## src/rtl/vga_pkg.sv

```systemverilog
// SVGA 800x600@60 timing constants shared by the raster generator and its consumers.
package vga_pkg;

    localparam int CNT_W = 11;
    localparam int RGB_W = 12;

    localparam logic [CNT_W-1:0] HOR_TOTAL_TIME  = 11'd1056;
    localparam logic [CNT_W-1:0] HOR_BLANK_START = 11'd800;
    localparam logic [CNT_W-1:0] HOR_SYNC_START  = 11'd840;
    localparam logic [CNT_W-1:0] HOR_SYNC_TIME   = 11'd128;

    localparam logic [CNT_W-1:0] VER_TOTAL_TIME  = 11'd628;
    localparam logic [CNT_W-1:0] VER_BLANK_START = 11'd600;
    localparam logic [CNT_W-1:0] VER_SYNC_START  = 11'd601;
    localparam logic [CNT_W-1:0] VER_SYNC_TIME   = 11'd4;

    localparam logic [CNT_W-1:0] HOR_LAST = HOR_TOTAL_TIME - 11'd1;
    localparam logic [CNT_W-1:0] VER_LAST = VER_TOTAL_TIME - 11'd1;

endpackage

```

## src/rtl/vga_if.sv

```systemverilog
// Raster timing bundle: counters, syncs, blanking and pixel colour travel together.
interface vga_if;
    import vga_pkg::*;

    logic [CNT_W-1:0] hcount;
    logic [CNT_W-1:0] vcount;
    logic             hsync;
    logic             vsync;
    logic             hblnk;
    logic             vblnk;
    logic [RGB_W-1:0] rgb;

    modport out (output hcount, vcount, hsync, vsync, hblnk, vblnk, rgb);
    modport in  (input  hcount, vcount, hsync, vsync, hblnk, vblnk, rgb);

endinterface

```

## src/rtl/vga_timing.sv

```systemverilog
// SVGA 800x600@60 raster counter; flags decode the next counts so they register in step.
module vga_timing
    import vga_pkg::*;
(
    input  logic clk,
    input  logic rst,
    vga_if.out   out
);

    logic [CNT_W-1:0] h_next;
    logic [CNT_W-1:0] v_next;

    always_comb begin
        h_next = (out.hcount >= HOR_LAST) ? '0 : out.hcount + 11'd1;
        v_next = out.vcount;
        // an out-of-range vertical count recovers on the very next clock
        if (out.vcount > VER_LAST) begin
            v_next = '0;
        end else if (out.hcount == HOR_LAST) begin
            v_next = (out.vcount == VER_LAST) ? '0 : out.vcount + 11'd1;
        end
    end

    always_ff @(posedge clk) begin
        if (rst) begin
            out.hcount <= '0;
            out.vcount <= '0;
            out.hsync  <= 1'b0;
            out.vsync  <= 1'b0;
            out.hblnk  <= 1'b0;
            out.vblnk  <= 1'b0;
        end else begin
            out.hcount <= h_next;
            out.vcount <= v_next;
            out.hblnk  <= (h_next >= HOR_BLANK_START);
            out.hsync  <= (h_next >= HOR_SYNC_START) &&
                          (h_next <  HOR_SYNC_START + HOR_SYNC_TIME);
            out.vblnk  <= (v_next >= VER_BLANK_START);
            out.vsync  <= (v_next >= VER_SYNC_START) &&
                          (v_next <  VER_SYNC_START + VER_SYNC_TIME);
        end
    end

    assign out.rgb = '0;

endmodule

```

## src/flat_wrapper.sv

```systemverilog
// flat-port wrapper written by rule: the top's interface ports become plain ports
module vga_timing_flat import vga_pkg::*;
  (clk, rst, out_hcount, out_vcount, out_hsync, out_vsync, out_hblnk, out_vblnk, out_rgb);
  vga_if out_i ();
  input  logic clk;
  input  logic rst;
  output wire logic [$bits(out_i.hcount)-1:0] out_hcount;
  output wire logic [$bits(out_i.vcount)-1:0] out_vcount;
  output wire logic [$bits(out_i.hsync)-1:0] out_hsync;
  output wire logic [$bits(out_i.vsync)-1:0] out_vsync;
  output wire logic [$bits(out_i.hblnk)-1:0] out_hblnk;
  output wire logic [$bits(out_i.vblnk)-1:0] out_vblnk;
  output wire logic [$bits(out_i.rgb)-1:0] out_rgb;
  assign out_hcount = out_i.hcount;
  assign out_vcount = out_i.vcount;
  assign out_hsync = out_i.hsync;
  assign out_vsync = out_i.vsync;
  assign out_hblnk = out_i.hblnk;
  assign out_vblnk = out_i.vblnk;
  assign out_rgb = out_i.rgb;
  vga_timing u_core (.clk(clk), .rst(rst), .out(out_i));
endmodule
```

## config.mk

```make
export PLATFORM = sky130hd
export DESIGN_NAME = vga_timing_flat
export DESIGN_NICKNAME = d
export VERILOG_FILES = /design/src/rtl/vga_pkg.sv /design/src/rtl/vga_if.sv /design/src/rtl/vga_timing.sv /design/src/flat_wrapper.sv
export SDC_FILE = /design/constraint.sdc
export NUM_CORES = 1
export LEC_CHECK = 0
export BUFFER_PORTS_ARGS = -buffer_cell sky130_fd_sc_hd__buf_4
export CAP_MARGIN = 20
export CORE_AREA = 5 5 64 66
export CTS_BUF_LIST = sky130_fd_sc_hd__clkbuf_4 sky130_fd_sc_hd__clkbuf_8 sky130_fd_sc_hd__clkbuf_16
export DETAILED_ROUTE_END_ITERATION = 12
export DIE_AREA = 0 0 69 71
export HOLD_SLACK_MARGIN = 0.1
export PLACE_DENSITY_LB_ADDON = 0.2
export REMOVE_ABC_BUFFERS = 1
export SYNTH_ARGS = -nofsm -noshare
export SYNTH_HDL_FRONTEND = slang
export SYNTH_SLANG_ARGS = --single-unit
```

## constraint.sdc

```tcl
create_clock -name clk -period 2.4 [get_ports clk]
set_input_delay 0.48 -clock clk [delete_from_list [all_inputs] [get_ports clk]]
set_output_delay 0.48 -clock clk [all_outputs]
set_load 0.01 [all_outputs]
```

==> results of run 1 <==
## path summary, 6_finish.rpt
kind / start / endpoint / slack, ps / depth (start not counted)
worst max-delay path: u_core.out.hcount[0] / u_core.out.vsync / 210 / 7
worst min-delay path: rst / u_core.out.vcount[1] / 340 / 2
worst max register to register: u_core.out.hcount[0] / u_core.out.vsync / 210 / 7
worst min register to register: u_core.out.hcount[0] / u_core.out.hcount[0] / 560 / 2
## power groups by stage
stage / registers (W) / logic, W / clock network, W
final: 0.000442 / 0.0000559 / 0.000306
after global routing: 0.000443 / 0.0000626 / 0.000334
after CTS: 0.000442 / 0.0000555 / 0.000317
after detailed placement: 0.000452 / 0.0000553 / 0
after global placement: 0.000451 / 0.0000560 / 0
after floorplan: 0.000456 / 0.0000270 / 0
## logic make-up after synthesis
family | after synthesis
xor+xnor | 18
mux | 3
flops | 26
simple gates | 100
fa+ha+maj | 2
buf+inv | 22
compound gates | 28
other cells | 1
## worst max-delay path, delay by kind of cell (launching register included)
family	cells	cell delay (ps)
and+or+nand+nor	5	1490
adders and majority gates	1	150
DFF	1	360
xor gates and xnor gates	1	110
## area by class of cell
class                   count  area, um2
flip-flops and latches     26        520
fillers                   382       1660
multi-input cells         164        971
repair buffers             35        263
clock buffers               3       22.5
well taps                  48       60.1
clock inverters             1       30.0
## per-stage QoR
stage | utilization (%) | instances
3_3_place_gp | 51.3 | 273
6_report | 53.0 | 277
5_1_grt | 53.0 | 277
3_5_place_dp | 51.3 | 273
2_1_floorplan | - | 190
4_1_cts | 52.8 | 277
## per-layer routing
metal	routed length [um]	track usage, %	vias to the layer above
met5	0	0	-
met4	15	3.25	0
met3	220	2.56	2
met2	1640	21.1	42
met1	1740	22.1	665
li1	-	-	735
## placed cells by master (no fill, tap or decap), types with 2 or more instances in the layout
| cell | instances |
|---|---|
| sky130_fd_sc_hd__a22oi_1 | 2 |
| sky130_fd_sc_hd__nand2b_1 | 3 |
| sky130_fd_sc_hd__or3_1 | 3 |
| sky130_fd_sc_hd__nor4_1 | 3 |
| sky130_fd_sc_hd__xor2_1 | 7 |
| sky130_fd_sc_hd__and4_1 | 2 |
| sky130_fd_sc_hd__nand3_1 | 13 |
| sky130_fd_sc_hd__clkbuf_4 | 3 |
| sky130_fd_sc_hd__o21ai_0 | 7 |
| sky130_fd_sc_hd__conb_1 | 13 |
| sky130_fd_sc_hd__dfxtp_1 | 26 |
| sky130_fd_sc_hd__nand4_1 | 4 |
| sky130_fd_sc_hd__mux2i_1 | 3 |
| sky130_fd_sc_hd__ha_1 | 2 |
| sky130_fd_sc_hd__a21oi_1 | 8 |
| sky130_fd_sc_hd__nor2b_1 | 3 |
| sky130_fd_sc_hd__nor2_1 | 35 |
| sky130_fd_sc_hd__and3_1 | 4 |
| sky130_fd_sc_hd__nand2_1 | 18 |
| sky130_fd_sc_hd__nor4_2 | 2 |
| sky130_fd_sc_hd__xnor2_1 | 11 |
| sky130_fd_sc_hd__nor3_1 | 2 |
| sky130_fd_sc_hd__buf_4 | 35 |
## flip-flops by register name (all words and copies together) (netlist names)
name               flops
u_core.out.vsync       1
u_core.out.vcount     11
u_core.out.hblnk       1
u_core.out.hcount     11
u_core.out.hsync       1
u_core.out.vblnk       1
## Yosys cell counts, types with 2 or more instances
master                      n  area [um2]
sky130_fd_sc_hd__nor2_1    35         131
sky130_fd_sc_hd__nor2b_1    3        18.8
sky130_fd_sc_hd__nor3_1     2        10.0
sky130_fd_sc_hd__nand4_1    4        25.0
sky130_fd_sc_hd__nand3_1   13        65.1
sky130_fd_sc_hd__o21ai_0    7        35.0
sky130_fd_sc_hd__mux2i_1    3        30.0
sky130_fd_sc_hd__and3_1     4        25.0
sky130_fd_sc_hd__nand2_1   18        67.6
sky130_fd_sc_hd__nor4_1     4        25.0
sky130_fd_sc_hd__a21oi_1    8        40.0
sky130_fd_sc_hd__a22oi_1    2        15.0
sky130_fd_sc_hd__and4_1     2        17.5
sky130_fd_sc_hd__buf_4     12        90.1
sky130_fd_sc_hd__dfxtp_1   26         521
sky130_fd_sc_hd__xnor2_1   11        96.3
sky130_fd_sc_hd__nand2b_1   3        18.8
sky130_fd_sc_hd__or3_1      3        18.8
sky130_fd_sc_hd__xor2_1     7        61.3
sky130_fd_sc_hd__ha_1       2        25.0
sky130_fd_sc_hd__clkbuf_1   9        33.8
## what timing repair did
action                                  CTS  global route
endpoints found under the setup margin    0             2
resized for setup                         0             1
endpoints found under the hold margin     0             0
==> metrics.txt, run 1 <==
# TYPE chip_impl_metric gauge
chip_impl_metric{name="drt_pre_antenna_iters",unit=""} 4
chip_impl_info{name="synth_top_family_by_area",value="simple AND/OR/NAND/NOR gates"} 1
chip_impl_metric{name="vdd.ir_drop.worst",unit="uV"} 281
chip_impl_metric{name="total_negative_setup_slack",unit="ps"} 0
chip_impl_info{name="run_status",value="finished clean"} 1
chip_impl_info{name="crit_path_start_kind",value="flop"} 1
chip_impl_metric{name="grt_start_max_net_pins",unit=""} 16
chip_impl_metric{name="power.share.sequential",unit="%"} 55.0
chip_impl_metric{name="rows",unit=""} 22
chip_impl_info{name="clk_root_buffer_cell",value="sky130_fd_sc_hd__clkbuf_4"} 1
chip_impl_metric{name="post_route_cells_drive_above_1_share",unit="%"} 19.2
chip_impl_metric{name="drt-initial-drc-count",unit=""} 110
chip_impl_metric{name="grt_pass1_vias",unit=""} 1229
chip_impl_metric{name="antenna_violations_before_repair",unit=""} 0
chip_impl_info{name="critical_path.cell_chain",value="ha_1, or4b_4, or2_4, nor4_4, and3_1, xnor2_1, nor4_2"} 1
chip_impl_metric{name="gp_congestion",unit=""} 0.919
chip_impl_metric{name="crit_path_max_incr_delay",unit="ps"} 470
chip_impl_metric{name="synth-compound-area-share",unit="%"} 11.6
chip_impl_metric{name="first_pass_grt_wire_length",unit="um"} 6040
chip_impl_metric{name="final_routed_wirelength",unit="um"} 3620
chip_impl_metric{name="internal_power",unit="W"} 0.000628
chip_impl_metric{name="required",unit="ps"} 2650
chip_impl_metric{name="port_buffers",unit=""} 27
chip_impl_metric{name="ys.warnings.count",unit=""} 0
chip_impl_metric{name="dieArea",unit="um2"} 4900
chip_impl_metric{name="edff_count_synth",unit=""} 0
chip_impl_metric{name="dp_worst_setup_slack",unit="ps"} 134
chip_impl_metric{name="synthesized_area_divided_by_synthesized_cell_count",unit="um2"} 7.88
chip_impl_metric{name="power.switching",unit="W"} 0.000175
chip_impl_metric{name="num_io_pins",unit=""} 40
chip_impl_metric{name="critical_path.max_fanout",unit=""} 3
chip_impl_metric{name="post_synth_num_cell_types",unit=""} 43
chip_impl_metric{name="report.final.hold_viol_count",unit=""} 0
chip_impl_metric{name="vias_per_cell",unit=""} 5.21
chip_impl_metric{name="power.share.combinational",unit="%"} 7.0
chip_impl_metric{name="tritoncts.num_buffers",unit=""} 3
chip_impl_metric{name="max-cap-violations",unit=""} 0
chip_impl_metric{name="worst_ep_arrival_time",unit="ps"} 2440
chip_impl_metric{name="switching_share",unit="%"} 21.8
chip_impl_info{name="crit_end_category",value="flop"} 1
chip_impl_metric{name="synth-seq-area-share",unit="%"} 33.0
chip_impl_metric{name="htreeDepth",unit=""} 1
chip_impl_metric{name="tritoncts_num_sinks",unit=""} 26
chip_impl_metric{name="layout.nets",unit=""} 234
chip_impl_metric{name="final_design_area_no_fill",unit="um2"} 1870
chip_impl_info{name="cp_slowest_cell",value="sky130_fd_sc_hd__or4b_4"} 1
chip_impl_metric{name="post_synth_instance_area",unit="um2"} 1580
chip_impl_metric{name="post_synth_and_or_nand_nor_area_fraction",unit="%"} 33.0
chip_impl_metric{name="detailed_place.area",unit="um2"} 1810
chip_impl_metric{name="period_share",unit="%"} 91.3
chip_impl_metric{name="report.final.setup_viol",unit=""} 0
chip_impl_metric{name="synth_mux_area_share",unit="%"} 1.91
chip_impl_metric{name="antenna-diode-count",unit=""} 0
chip_impl_metric{name="drc",unit=""} 0
chip_impl_info{name="cts_tree",value="yes"} 1
chip_impl_metric{name="overall_via_count_from_detail_route",unit=""} 1444
chip_impl_metric{name="die_w",unit="um"} 69
chip_impl_metric{name="initial_core_util",unit="%"} 44.7
chip_impl_metric{name="area_growth_syn_to_layout",unit="%"} 18.5
chip_impl_metric{name="cts-root-to-sink-buffers",unit=""} 2
chip_impl_metric{name="synth-seq-cells",unit=""} 26
chip_impl_info{name="min-delay-path-class",value="in2reg"} 1
chip_impl_metric{name="worst_case_setup_margin_in_the_final_layout",unit="ps"} 208
chip_impl_metric{name="synth_xor_area_share",unit="%"} 10.0
chip_impl_metric{name="dpl.hpwl",unit="um"} 2770
chip_impl_metric{name="fp.coreArea",unit="um2"} 3520
chip_impl_metric{name="p_clk_share",unit="%"} 38.0
chip_impl_info{name="criticalPathCategory",value="reg2reg"} 1
chip_impl_metric{name="grt-ovfl-total",unit=""} 0
chip_impl_metric{name="hold-worst-slack",unit="ps"} 344
chip_impl_metric{name="cts_hold_buf",unit=""} 0
chip_impl_metric{name="drt.antenna.violating_nets",unit=""} 0
chip_impl_metric{name="post_synth_inst_count",unit=""} 200
chip_impl_metric{name="power_leakage",unit="nW"} 0.721
chip_impl_metric{name="clkSlewWorstSetupHoldPaths",unit="ps"} 150
chip_impl_info{name="dominant_register_cell_in_the_synthesized_netlist",value="sky130_fd_sc_hd__dfxtp_1"} 1
chip_impl_metric{name="finalWorstPathRequiredPeriod",unit="ps"} 2190
chip_impl_metric{name="yosys.area_share.adder",unit="%"} 1.59
chip_impl_metric{name="global_route_total_usage_across_every_layer",unit="%"} 14.5
chip_impl_metric{name="die_height",unit="um"} 71
chip_impl_metric{name="synth_async_sr_flop_share",unit="%"} 0
chip_impl_metric{name="final.setup_skew",unit="ps"} 7.47
chip_impl_info{name="setup_repair_after_global_routing_missed_its_margin",value="no"} 1
chip_impl_metric{name="clkLatencyLatePin",unit="ps"} 320
chip_impl_metric{name="timing_max_transition_violations_final",unit=""} 0
chip_impl_metric{name="total_power",unit="W"} 0.000804
chip_impl_metric{name="power_density",unit="nW/um2"} 430
chip_impl_metric{name="max_clock_freq",unit="MHz"} 456
chip_impl_metric{name="post_cts.repair.setup_buffers",unit=""} 0
chip_impl_metric{name="routed_wire_length_per_instance",unit="um"} 13.1
No activity file was read; power rests on OpenSTA's default activity.
==> run 2: changes to the inputs <==
--- a/config.mk
+++ b/config.mk
@@ -9,6 +9,6 @@
 export CAP_MARGIN = 20
-export CORE_AREA = 5 5 64 66
+export CORE_AREA = 5 5 74 76
 export CTS_BUF_LIST = sky130_fd_sc_hd__clkbuf_4 sky130_fd_sc_hd__clkbuf_8 sky130_fd_sc_hd__clkbuf_16
 export DETAILED_ROUTE_END_ITERATION = 12
-export DIE_AREA = 0 0 69 71
+export DIE_AREA = 0 0 79 81
 export HOLD_SLACK_MARGIN = 0.1
==> constraint.sdc (replaced) <==
create_clock -name clk -period 2.5 [get_ports clk]
set_input_delay 0.5 -clock clk [delete_from_list [all_inputs] [get_ports clk]]
set_output_delay 0.5 -clock clk [all_outputs]
set_load 0.1 [all_outputs]
==> run 2 against run 1 <==
Setup slack better by 25 ps; clock skew grew 0.59 ps; register-to-register slack better by 20 ps; clock power down 7.5%; critical path depth unchanged; fmax fell by 3.3%; count of clock-buffer cells in the layout up 1; highest routed layer unchanged; utilization shrank 13 points; power up 7.9%; final area up 0.20%.
==> metrics.txt, run 2 (synthesis results as in run 1) <==
# TYPE chip_impl_metric gauge
chip_impl_info{name="setup_repair_after_global_routing_missed_its_margin",value="no"} 1
chip_impl_metric{name="critical_path.max_fanout",unit=""} 3
chip_impl_metric{name="overall_via_count_from_detail_route",unit=""} 1423
chip_impl_metric{name="gp_congestion",unit=""} 0.837
chip_impl_metric{name="die_w",unit="um"} 79
chip_impl_info{name="run_status",value="finished clean"} 1
chip_impl_metric{name="finalWorstPathRequiredPeriod",unit="ps"} 2270
chip_impl_metric{name="worst_ep_arrival_time",unit="ps"} 2460
chip_impl_metric{name="num_io_pins",unit=""} 40
chip_impl_metric{name="final_routed_wirelength",unit="um"} 3920
chip_impl_info{name="crit_end_category",value="flop"} 1
chip_impl_info{name="criticalPathCategory",value="reg2reg"} 1
chip_impl_metric{name="p_clk_share",unit="%"} 32.7
chip_impl_metric{name="cell_count_after_placement",unit=""} 279
chip_impl_metric{name="dpl.hpwl",unit="um"} 2900
chip_impl_metric{name="tritoncts_num_sinks",unit=""} 26
chip_impl_metric{name="cts_hold_buf",unit=""} 0
chip_impl_metric{name="post_cts.repair.setup_buffers",unit=""} 0
chip_impl_info{name="cts_tree",value="yes"} 1
chip_impl_info{name="biggestRegsByFlops",value="u_core.out.hcount (11), u_core.out.vcount (11)"} 1
chip_impl_metric{name="initial_core_util",unit="%"} 33.8
chip_impl_metric{name="report.final.hold_viol_count",unit=""} 0
chip_impl_metric{name="power_leakage",unit="nW"} 0.721
chip_impl_metric{name="first_pass_grt_wire_length",unit="um"} 6280
chip_impl_metric{name="clkLatencyLatePin",unit="ps"} 280
chip_impl_metric{name="period_share",unit="%"} 90.7
chip_impl_metric{name="power.switching",unit="W"} 0.000285
chip_impl_metric{name="global_route_total_usage_across_every_layer",unit="%"} 12.2
chip_impl_info{name="mostFrequentLayoutCells",value="sky130_fd_sc_hd__nor2_1, sky130_fd_sc_hd__buf_4, sky130_fd_sc_hd__dfxtp_1"} 1
chip_impl_metric{name="grt-ovfl-total",unit=""} 0
chip_impl_metric{name="drt.antenna.violating_nets",unit=""} 0
chip_impl_metric{name="layout.nets",unit=""} 234
chip_impl_metric{name="area_growth_syn_to_layout",unit="%"} 18.7
chip_impl_info{name="crit_path_start_kind",value="flop"} 1
chip_impl_metric{name="internal_power",unit="W"} 0.000582
chip_impl_metric{name="routed_wire_length_per_instance",unit="um"} 13.8
chip_impl_metric{name="drt-initial-drc-count",unit=""} 171
chip_impl_metric{name="max_clock_freq",unit="MHz"} 441
chip_impl_metric{name="power.share.sequential",unit="%"} 48.9
chip_impl_metric{name="cts-root-to-sink-buffers",unit=""} 2
chip_impl_metric{name="grt_pass1_vias",unit=""} 1249
chip_impl_metric{name="dieArea",unit="um2"} 6400
chip_impl_metric{name="fp.coreArea",unit="um2"} 4660
chip_impl_metric{name="grt_start_max_net_pins",unit=""} 15
chip_impl_metric{name="report.final.setup_viol",unit=""} 0
chip_impl_metric{name="antenna-diode-count",unit=""} 0
chip_impl_metric{name="power.share.combinational",unit="%"} 18.4
chip_impl_metric{name="drc",unit=""} 0
chip_impl_metric{name="power_density",unit="nW/um2"} 463
chip_impl_metric{name="total_negative_setup_slack",unit="ps"} 0
chip_impl_metric{name="fillCellCount",unit=""} 502
chip_impl_metric{name="die_height",unit="um"} 81
chip_impl_metric{name="post_layout_nonfiller_instances",unit=""} 283
chip_impl_metric{name="post_route_cells_drive_above_1_share",unit="%"} 18.8
chip_impl_metric{name="rows",unit=""} 25
chip_impl_metric{name="max-cap-violations",unit=""} 0
chip_impl_metric{name="clkSlewWorstSetupHoldPaths",unit="ps"} 100
chip_impl_info{name="clk_root_buffer_cell",value="sky130_fd_sc_hd__clkbuf_8"} 1
chip_impl_metric{name="tritoncts.num_buffers",unit=""} 3
chip_impl_metric{name="htreeDepth",unit=""} 1
chip_impl_metric{name="switching_share",unit="%"} 32.9
chip_impl_metric{name="final.setup_skew",unit="ps"} 8.06
chip_impl_metric{name="required",unit="ps"} 2690
chip_impl_metric{name="vias_per_cell",unit=""} 5.03
chip_impl_metric{name="antenna_violations_before_repair",unit=""} 0
chip_impl_metric{name="cts-resized-gates",unit=""} 0
chip_impl_metric{name="timing_max_transition_violations_final",unit=""} 0
chip_impl_metric{name="vdd.ir_drop.worst",unit="uV"} 208
chip_impl_info{name="min-delay-path-class",value="in2reg"} 1
chip_impl_metric{name="port_buffers",unit=""} 27
chip_impl_metric{name="drt_pre_antenna_iters",unit=""} 4
-- run 2: cell types whose count changed in the layout (fill, tap and decap cells not counted), sizes merged --
| cell | change |
|---|---|
| clkbuf | +1 |
| bufinv | -1 |
-- run 2: final timing paths --
path | slack, ps | end | depth (start not counted) | startpoint
worst max-delay path | 230 | u_core.out.vsync | 7 | u_core.out.hcount[0]
worst max register to register | 230 | u_core.out.vsync | 7 | u_core.out.hcount[0]
worst min-delay path | 430 | u_core.out.vcount[0] | 2 | rst
worst min register to register | 570 | u_core.out.hcount[0] | 2 | u_core.out.hcount[0]
-- run 2: layer usage --
| metal | GRT usage (%) | up-vias | routed length [um] | part of all wire, % |
|---|---|---|---|---|
| met3 | 1.88 | 4 | 140 | 3.6 |
| met1 | 17.4 | 652 | 1980 | 51 |
| met2 | 18.6 | 34 | 1740 | 44 |
| met5 | 0 | - | 0 | 0 |
| met4 | 4.12 | 0 | 51 | 1.3 |
| li1 | - | 733 | - | - |
-- run 2: worst max-delay path: stages (launching register included) --
cell and delay, ps:
sky130_fd_sc_hd__dfxtp_1 340, sky130_fd_sc_hd__ha_1 160, sky130_fd_sc_hd__or4b_4 470, sky130_fd_sc_hd__or2_4 260, sky130_fd_sc_hd__nor4_4 350, sky130_fd_sc_hd__and3_1 220
sky130_fd_sc_hd__xnor2_1 100, sky130_fd_sc_hd__nor4_2 290
-- run 2: per-stage QoR --
| stage | utilization, % | worst slack, ps | hold WS (ps) | cell area, um2 | power, W |
|---|---|---|---|---|---|
| 2_1_floorplan | - | -667 | 572 | 1490 | 0.000568 |
| 3_3_place_gp | 39.0 | 307 | 552 | 1820 | 0.000592 |
| 3_5_place_dp | 39.0 | 254 | 562 | 1820 | 0.000593 |
| 4_1_cts | 40.1 | 222 | 419 | 1870 | 0.000876 |
| 5_1_grt | 40.1 | 112 | 425 | 1870 | 0.000902 |
| 6_report | 40.1 | 233 | 426 | 1870 | 0.000867 |
-- run 2: power by group through the flow --
| stage | registers [W] | logic (W) | clock network (W) |
|---|---|---|---|
| final | 0.000424 | 0.000160 | 0.000283 |
| after global routing | 0.000425 | 0.000166 | 0.000311 |
| after CTS | 0.000424 | 0.000159 | 0.000293 |
| after detailed placement | 0.000433 | 0.000159 | 0 |
| after global placement | 0.000433 | 0.000159 | 0 |
| after floorplan | 0.000472 | 0.0000960 | 0 |
-- run 2: cell type report --
type | instances | area, um2 | share of cell area [%]
clock buffer | 4 | 55.1 | 2.94
multi-input combinational | 164 | 965 | 51.6
sequential | 26 | 520 | 27.8
tap | 54 | 67.6 | 3.61
timing repair buffer | 35 | 263 | 14.0
==> run 3: changes to the inputs <==
Settings changed: CORE_AREA 5 5 74 76 to 2 2 71 73, DIE_AREA 0 0 79 81 to 0 0 73 75, GPL_ROUTABILITY_DRIVEN from default to 1.
Clock period 2.5 ns to 2.9 ns, I/O delays scaled along.
==> run 3 against run 2 <==
First-iteration DRC count shrank 35%; via count grew 1.1%; final cell count shrank 1.8%; clock skew shrank 2.3 ps; utilization shrank 0.94 points; final area shrank 2.3%; sequential share of layout area grew 0.67 points; fmax shrank 6.2%; setup slack gained 250 ps; register-to-register slack gained 250 ps; non-clock buffer count shrank 4; wire length shrank 9.0%; critical endpoint unchanged; largest power group unchanged.
==> metrics.txt, run 3 (synthesis results as in run 1) <==
# TYPE chip_impl_metric gauge
chip_impl_metric{name="vias_per_cell",unit=""} 5.17
chip_impl_metric{name="die_height",unit="um"} 75
chip_impl_info{name="min-delay-path-class",value="in2reg"} 1
chip_impl_metric{name="rows",unit=""} 25
chip_impl_metric{name="antenna_violations_before_repair",unit=""} 0
chip_impl_metric{name="required",unit="ps"} 3090
chip_impl_metric{name="dieArea",unit="um2"} 5480
chip_impl_metric{name="clkLatencyLatePin",unit="ps"} 270
chip_impl_metric{name="drt.antenna.violating_nets",unit=""} 0
chip_impl_metric{name="fp.coreArea",unit="um2"} 4660
chip_impl_info{name="layout.cells.most_common",value="sky130_fd_sc_hd__nor2_1"} 1
chip_impl_info{name="mostFrequentLayoutCells",value="sky130_fd_sc_hd__nor2_1, sky130_fd_sc_hd__buf_4, sky130_fd_sc_hd__dfxtp_1"} 1
chip_impl_info{name="clk_root_buffer_cell",value="sky130_fd_sc_hd__clkbuf_8"} 1
chip_impl_info{name="crit_end_category",value="flop"} 1
chip_impl_metric{name="gp_congestion",unit=""} 0.838
chip_impl_metric{name="drt_pre_antenna_iters",unit=""} 4
chip_impl_metric{name="detailed_place.area",unit="um2"} 1790
chip_impl_metric{name="tritoncts_num_sinks",unit=""} 26
chip_impl_metric{name="report.final.hold_viol_count",unit=""} 0
chip_impl_metric{name="vdd.ir_drop.worst",unit="uV"} 164
chip_impl_metric{name="final_design_area_no_fill",unit="um2"} 1830
chip_impl_metric{name="crit_path_max_incr_delay",unit="ps"} 470
chip_impl_metric{name="register_area",unit="um2"} 520
chip_impl_metric{name="final.setup_skew",unit="ps"} 5.74
chip_impl_metric{name="timing_max_transition_violations_final",unit=""} 0
chip_impl_metric{name="max_clock_freq",unit="MHz"} 414
chip_impl_info{name="crit_path_start_kind",value="flop"} 1
chip_impl_info{name="criticalPathCategory",value="reg2reg"} 1
chip_impl_metric{name="max-cap-violations",unit=""} 0
chip_impl_info{name="worst_path_dominant_cell_family",value="simple AND/OR/NAND/NOR gates"} 1
chip_impl_info{name="critical_path.cell_chain",value="ha_1, or4b_4, or2_4, nor4_4, and3_1, xnor2_1, nor4_2"} 1
chip_impl_metric{name="hold-worst-slack",unit="ps"} 505
chip_impl_metric{name="report.final.setup_viol",unit=""} 0
chip_impl_metric{name="tritoncts.num_buffers",unit=""} 3
chip_impl_metric{name="cts-root-to-sink-buffers",unit=""} 2
chip_impl_metric{name="global_route_total_usage_across_every_layer",unit="%"} 13.8
chip_impl_metric{name="grt-ovfl-total",unit=""} 0
chip_impl_metric{name="cts-resized-gates",unit=""} 0
chip_impl_metric{name="multiInputGateArea",unit="um2"} 965
chip_impl_info{name="run_status",value="finished clean"} 1
chip_impl_metric{name="drt-initial-drc-count",unit=""} 111
chip_impl_metric{name="power_density",unit="nW/um2"} 386
chip_impl_metric{name="initial_core_util",unit="%"} 33.8
chip_impl_metric{name="finalWorstPathRequiredPeriod",unit="ps"} 2420
chip_impl_metric{name="worst_ep_arrival_time",unit="ps"} 2610
chip_impl_metric{name="critical_path.max_fanout",unit=""} 7
chip_impl_metric{name="grt_pass1_vias",unit=""} 1179
chip_impl_metric{name="drc",unit=""} 0
chip_impl_metric{name="overall_via_count_from_detail_route",unit=""} 1438
chip_impl_metric{name="worstPathBufferInverterCount",unit=""} 0
chip_impl_metric{name="layout.nets",unit=""} 230
chip_impl_info{name="cp_slowest_cell",value="sky130_fd_sc_hd__or4b_4"} 1
chip_impl_metric{name="clkSlewWorstSetupHoldPaths",unit="ps"} 90
chip_impl_metric{name="die_w",unit="um"} 73
chip_impl_info{name="biggestRegsByFlops",value="u_core.out.hcount (11), u_core.out.vcount (11)"} 1
chip_impl_metric{name="antenna-diode-count",unit=""} 0
chip_impl_metric{name="period_share",unit="%"} 83.3
chip_impl_metric{name="final_routed_wirelength",unit="um"} 3570
chip_impl_metric{name="num_io_pins",unit=""} 40
chip_impl_metric{name="area_growth_syn_to_layout",unit="%"} 16.0
chip_impl_metric{name="routed_wire_length_per_instance",unit="um"} 12.8
chip_impl_metric{name="fillCellCount",unit=""} 471
chip_impl_metric{name="dpl.hpwl",unit="um"} 2650
chip_impl_metric{name="power_leakage",unit="nW"} 0.693
chip_impl_metric{name="cts_hold_buf",unit=""} 0
chip_impl_metric{name="post_cts.repair.setup_buffers",unit=""} 0
chip_impl_metric{name="port_buffers",unit=""} 27
chip_impl_metric{name="grt_start_max_net_pins",unit=""} 14
chip_impl_metric{name="post_route_cells_drive_above_1_share",unit="%"} 17.0
chip_impl_info{name="cts_tree",value="yes"} 1
chip_impl_metric{name="htreeDepth",unit=""} 1
chip_impl_info{name="setup_repair_after_global_routing_missed_its_margin",value="no"} 1
chip_impl_metric{name="first_pass_grt_wire_length",unit="um"} 5820
run 3: per-stage QoR:
| step | setup WS, ps | setup TNS, ps | utilization [%] | instances | total power, W |
|---|---|---|---|---|---|
| 2_1_floorplan | -267 | -775 | - | 190 | 0.000489 |
| 3_3_place_gp | 581 | 0 | 38.3 | 275 | 0.000507 |
| 3_5_place_dp | 504 | 0 | 38.3 | 275 | 0.000506 |
| 4_1_cts | 463 | 0 | 39.2 | 278 | 0.000713 |
| 5_1_grt | 295 | 0 | 39.2 | 278 | 0.000729 |
| 6_report | 483 | 0 | 39.2 | 278 | 0.000705 |
run 3: area by class of cell:
type	instances	share of cell area [%]
flip-flops and latches	26	28.5
clock buffers	3	2.26
multi-input cells	164	52.8
repair buffers	31	12.7
well taps	54	3.70
run 3: per-layer routing:
| metal | vias up | GRT usage [%] | share of wire, % |
|---|---|---|---|
| met5 | - | 0 | 0 |
| met4 | 0 | 6.17 | 1.9 |
| met3 | 5 | 2.14 | 4.6 |
| met2 | 43 | 20.1 | 45 |
| met1 | 665 | 19.9 | 48 |
| li1 | 725 | - | - |
run 3: final timing paths:
check	start	to	slack, ps	depth (start not counted)
worst max-delay path	u_core.out.hcount[0]	u_core.out.vsync	480	7
worst min-delay path	rst	u_core.out.vcount[0]	510	2
worst max register to register	u_core.out.hcount[0]	u_core.out.vsync	480	7
worst min register to register	u_core.out.hcount[0]	u_core.out.hcount[0]	510	1
run 3: power by group:
| group | internal, W | leakage [nW] | switching, W |
|---|---|---|---|
| Combinational | 0.0000154 | 0.461 | 0.000114 |
| Sequential | 0.000361 | 0.210 | 0.00000682 |
| Clock | 0.0000933 | 0.0216 | 0.000114 |
| Total | 0.000470 | 0.693 | 0.000235 |
